[src/rtl/keccak_round_sequencer.sv]
// Keccak-f round controller: walks theta/rho/pi/chi/iota over the requested
// number of rounds, issuing one go/done handshake per step iteration, with a
// step-enable mask, abort and a watchdog on the unit_done response.
module keccak_round_sequencer #(
  parameter int W       = 64,
  parameter int WLOG    = 6,
  parameter int NROUNDS = 24,
  parameter int TIMEOUT = 1023
) (
  input  logic            clk,
  input  logic            rst,
  input  logic            start,
  input  logic [4:0]      rounds_in,
  input  logic [4:0]      step_mask,
  input  logic            abort,
  input  logic            unit_done,
  output logic            step_go,
  output logic [2:0]      step_sel,
  output logic [WLOG-1:0] idx,
  output logic [4:0]      round_idx,
  output logic            busy,
  output logic            done,
  output logic            err
);

  typedef enum logic [2:0] {IDLE, ISSUE, WAIT, NEXT, FIN, ERR} state_t;

  state_t          state, stateNxt;
  logic [2:0]      selNxt;
  logic [WLOG-1:0] idxNxt;
  logic [4:0]      roundNxt;
  logic [4:0]      nr, nrNxt;
  logic [4:0]      mask, maskNxt;
  logic [9:0]      wdog, wdogNxt;
  logic            errNxt;
  logic            found;
  logic [2:0]      firstSel;

  // Zero or out-of-range round requests run the full permutation.
  function automatic logic [4:0] clampRounds(input logic [4:0] r);
    if (r == 5'd0 || r > 5'(NROUNDS)) return 5'(NROUNDS);
    return r;
  endfunction

  // Final iteration index of each step: slices for theta/chi, lanes for rho,
  // a single pass for pi and iota.
  function automatic logic isLast(input logic [2:0] sel, input logic [WLOG-1:0] i);
    case (sel)
      3'd0, 3'd3: return i == WLOG'(W - 1);
      3'd1:       return i == WLOG'(24);
      default:    return i == '0;
    endcase
  endfunction

  // Find the first enabled step at or above the current selection, so skipped
  // steps cost no cycle.
  always_comb begin
    found    = 1'b0;
    firstSel = 3'd0;
    for (int s = 4; s >= 0; s--) begin
      if (3'(s) >= step_sel && mask[s]) begin
        found    = 1'b1;
        firstSel = 3'(s);
      end
    end
  end

  // Next-state and register-update logic; abort outranks everything outside IDLE.
  always_comb begin
    stateNxt = state;
    selNxt   = step_sel;
    idxNxt   = idx;
    roundNxt = round_idx;
    nrNxt    = nr;
    maskNxt  = mask;
    wdogNxt  = wdog;
    errNxt   = err;
    if (abort && state != IDLE) begin
      stateNxt = IDLE;
    end else begin
      case (state)
        IDLE, ERR: begin
          if (start) begin
            nrNxt    = clampRounds(rounds_in);
            maskNxt  = step_mask;
            roundNxt = 5'd0;
            selNxt   = 3'd0;
            idxNxt   = '0;
            errNxt   = 1'b0;
            stateNxt = NEXT;
          end
        end
        NEXT: begin
          if (found) begin
            selNxt   = firstSel;
            idxNxt   = '0;
            stateNxt = ISSUE;
          end else if (round_idx == nr - 5'd1) begin
            stateNxt = FIN;
          end else begin
            roundNxt = round_idx + 5'd1;
            selNxt   = 3'd0;
          end
        end
        ISSUE: begin
          wdogNxt  = 10'd0;
          stateNxt = WAIT;
        end
        WAIT: begin
          if (unit_done) begin
            if (isLast(step_sel, idx)) begin
              selNxt   = step_sel + 3'd1;
              stateNxt = NEXT;
            end else begin
              idxNxt   = idx + 1'b1;
              stateNxt = ISSUE;
            end
          end else if (wdog == 10'(TIMEOUT - 1)) begin
            errNxt   = 1'b1;
            stateNxt = ERR;
          end else begin
            wdogNxt = wdog + 10'd1;
          end
        end
        FIN:     stateNxt = IDLE;
        default: stateNxt = IDLE;
      endcase
    end
  end

  // State and bookkeeping registers with asynchronous reset.
  always_ff @(posedge clk or posedge rst) begin
    if (rst) begin
      state     <= IDLE;
      step_sel  <= 3'd0;
      idx       <= '0;
      round_idx <= 5'd0;
      nr        <= 5'd0;
      mask      <= 5'd0;
      wdog      <= 10'd0;
      err       <= 1'b0;
    end else begin
      state     <= stateNxt;
      step_sel  <= selNxt;
      idx       <= idxNxt;
      round_idx <= roundNxt;
      nr        <= nrNxt;
      mask      <= maskNxt;
      wdog      <= wdogNxt;
      err       <= errNxt;
    end
  end

  assign step_go = (state == ISSUE);
  assign done    = (state == FIN);
  assign busy    = (state == ISSUE) || (state == WAIT) || (state == NEXT);

endmodule

[config.mk]
export PLATFORM = sky130hd
export DESIGN_NAME = keccak_round_sequencer
export DESIGN_NICKNAME = d
export VERILOG_FILES = /design/src/rtl/keccak_round_sequencer.sv
export SDC_FILE = /design/constraint.sdc
export NUM_CORES = 1
export LEC_CHECK = 0
export ABC_AREA = 1
export CORE_MARGIN = 8
export CORE_UTILIZATION = 28
export DETAILED_ROUTE_END_ITERATION = 10
export DONT_BUFFER_PORTS = 1
export MAX_ROUTING_LAYER = met4
export PLACE_DENSITY = 0.41
export REMOVE_ABC_BUFFERS = 1
export SYNTH_ARGS = -nofsm -noshare
export SYNTH_HDL_FRONTEND = slang
export SYNTH_SLANG_ARGS = --single-unit
export TNS_END_PERCENT = 1
[constraint.sdc]
create_clock -name clk -period 5.3 [get_ports clk]
set_clock_uncertainty 0.15 [all_clocks]
set_input_delay 0.53 -clock clk [delete_from_list [all_inputs] [get_ports clk]]
set_output_delay 0.53 -clock clk [all_outputs]
set_load 0.05 [all_outputs]
==> out/qor.yml <==
numCtsBuffers: 5
pwr-share-comb_pct: 51.3
power_density_nw_per_um2: 530
r2r-end: "step_sel[0]"
die_w_um: 112
fin_crit_ns: 2.49
rsz0062_at_grt: "false"
required_ns: 5.33
cpMaxStageDelayCell: "dfrtp_1"
clockBufferDepth: 2
ys.warnings.count: 0
syn_area_um2: 2580
p_clk_share_pct: 14.1
status: "finished clean"
yosysMostFrequentCell: "nand2_1"
slowest_delay_ns: 0.77
ys_top_cells_by_count: "nand2_1, nor2_1, dfrtp_1, inv_1, nand3_1"
clock.fmax_mhz: 401
synth_cell_types: 31
root_buffer: "clkbuf_8"
totalWireLength_mm: 6.25
setup_viol: 0
clk_latency_ns: 0.29
synth_area_leader_cell: "dfrtp_1"
end_kind: "register"
h-tree-depth: 2
synth.top_cell.area_share_pct: 36.9
max_cap_viol_count: 0
die-area_um2: 12500
worstMarginPinSlew_ns: 0.907
rr_worst_depth: 10
finalHoldViolCount: 0
intPower_mw: 0.685
crit_type: "register to register"
met1_length_mm: 2.82
cts_num_sinks: 38
routed-wl-met3_um: 393
yosys_register_bits: 38
maxSlewHeadroom_pct: 39.3
crit_buf_inv: 1
grt_pass1_vias: 2297
p_leak_nw: 1.36
power.share.switching_pct: 53.6
drcViolationCount: 0
critPathArrivalTime_ns: 2.52
hpwl_mm: 4.79
wl_per_cell_um: 12.9
layout-drive-gt1-share_pct: 8.31
die_h_um: 112
rows: 35
synthFlopType: "dfrtp_1"
vias: 2250
first_iter_violations: 100
cp_cell_sequence: "inv_1 > ha_1 > o21ai_1 > nand2_1 > nor2_1 > nand3_1 > nor2_2 > nor2_2 > nand2_1 > nand2_1"
overflow: 0
cp-start-kind: "register"
syn_area_per_cell_um2: 7.00
nets: 396
cts_hold_buffers: 0
gp_congestion: 0.778
start_util_pct: 28.4
grt_pass1_wl_mm: 11.1
vias_per_cell: 4.65
ys_async_sr_fraction_pct: 100
top_layer_used: "met4"
seq_area_frac_synth_pct: 36.9
synth.area.top_cells: "dfrtp_1, nand2_1, nor2_1"
wl_met2_mm: 3.00
p_sw_mw: 0.792
track_usage_pct: 11.0
port_buffers: 0
ctsResizeCount: 0
cts_tree: "built"
postCtsSetupBuffers: 0
synthCells: 368
core_area_um2: 9060
synth-edff-count: 0
maxSlewViolCount: 0
final_antenna_net_count: 0
hold_ws_ns: 0.0942
r2r-start: "step_sel[0]"
dr.pass1.iters: 4
io_pins: 33
antenna_found_initial: 0
finalPower_mw: 1.48
grt_start_max_net_pins: 39
rrSetupSlack_ns: 2.81
cpMostUsedCell: "nand2_1"
cts.clk_slew.worst_paths_ns: 0.08
critical_path.top_delay_family: "simple AND/OR/NAND/NOR gates"
timing.final.crit_share_pct: 47.1
fin_tns_setup_ns: 0
hold_class: "input pin to async pin"
power_frac_seq_pct: 34.6
syn_to_final_growth_pct: 8.20
vdd_drop_max_mv: 0.156
antenna_cells: 0
cp_max_fo: 9
## power by group through the flow
stage	logic, mW	clock network, mW	registers (mW)
2_1_floorplan	0.616	0	0.495
3_3_place_gp	0.768	0	0.522
3_5_place_dp	0.774	0	0.521
4_1_cts	0.778	0.220	0.515
5_1_grt	0.890	0.230	0.528
6_report	0.758	0.208	0.512
## sequential cells by signal (all words and copies together), names as in the netlist
name / count
err: 1
idx: 6
mask: 5
nr: 5
round_idx: 5
state: 3
step_sel: 3
wdog: 10
## worst max-delay path by stage
stage / cells after the start / from / to
6_report: 10 / step_sel[0] / step_sel[0]
5_1_grt: 10 / step_sel[0] / step_sel[1]
4_1_cts: 10 / step_sel[0] / step_sel[2]
3_5_place_dp: 10 / step_sel[0] / step_sel[2]
3_3_place_gp: 10 / step_sel[0] / step_sel[0]
2_1_floorplan: 1 / state[0] / done
## layout make-up
class                   count  area, um2
clock buffers               7       86.3
well taps                 111        139
repair buffers              1       7.51
clock inverters             1       5.00
multi-input cells         285       1450
fillers                  1008       6280
inverters                  41        154
flip-flops and latches     38        951
## layout by cell type (no fill, tap or decap)
cell type	instances
nor2_1	41
clkbuf_1	1
nand3_1	27
nor2_8	1
o21ai_2	1
xor2_1	8
o31ai_2	1
nand2_2	4
a21oi_1	3
o21ai_0	19
ha_1	9
nand2_4	2
o21ai_1	4
nor3_2	1
inv_1	38
inv_2	3
nand2_1	128
nand3_2	1
clkinv_2	1
clkbuf_8	6
nor2_4	2
nand4_1	6
nor2_2	4
nor3_1	4
buf_4	1
or2_2	2
a21boi_0	1
dfrtp_1	38
nand3b_1	1
o41ai_1	1
xnor2_1	6
o31ai_1	7
a21oi_2	1
## layer usage
metal | up-vias | global-route usage, %
met5 | - | -
met4 | 0 | 2.70
met3 | 2 | 3.46
met2 | 34 | 18.7
met1 | 1035 | 12.3
li1 | 1179 | -
## through the flow
stage                     setup WS (ns)  std cells  area (um2)  util, %
after CTS                          2.79        484        2790     30.8
after global routing               2.59        484        2790     30.8
after floorplan                    3.03        364        2550        -
final                              2.81        484        2790     30.8
after detailed placement           2.80        476        2700     29.8
after global placement             2.82        476        2700     29.8
## logic make-up after synthesis
group	synth area share, %
AO/OA/AOI/OAI	8.88
XOR/XNOR	4.76
adder cells (fa/ha/maj)	4.37
buffers and inverters	7.18
flip-flops	36.9
AND/OR/NAND/NOR	37.9
Note: power is estimated with default switching activity, not from simulation.
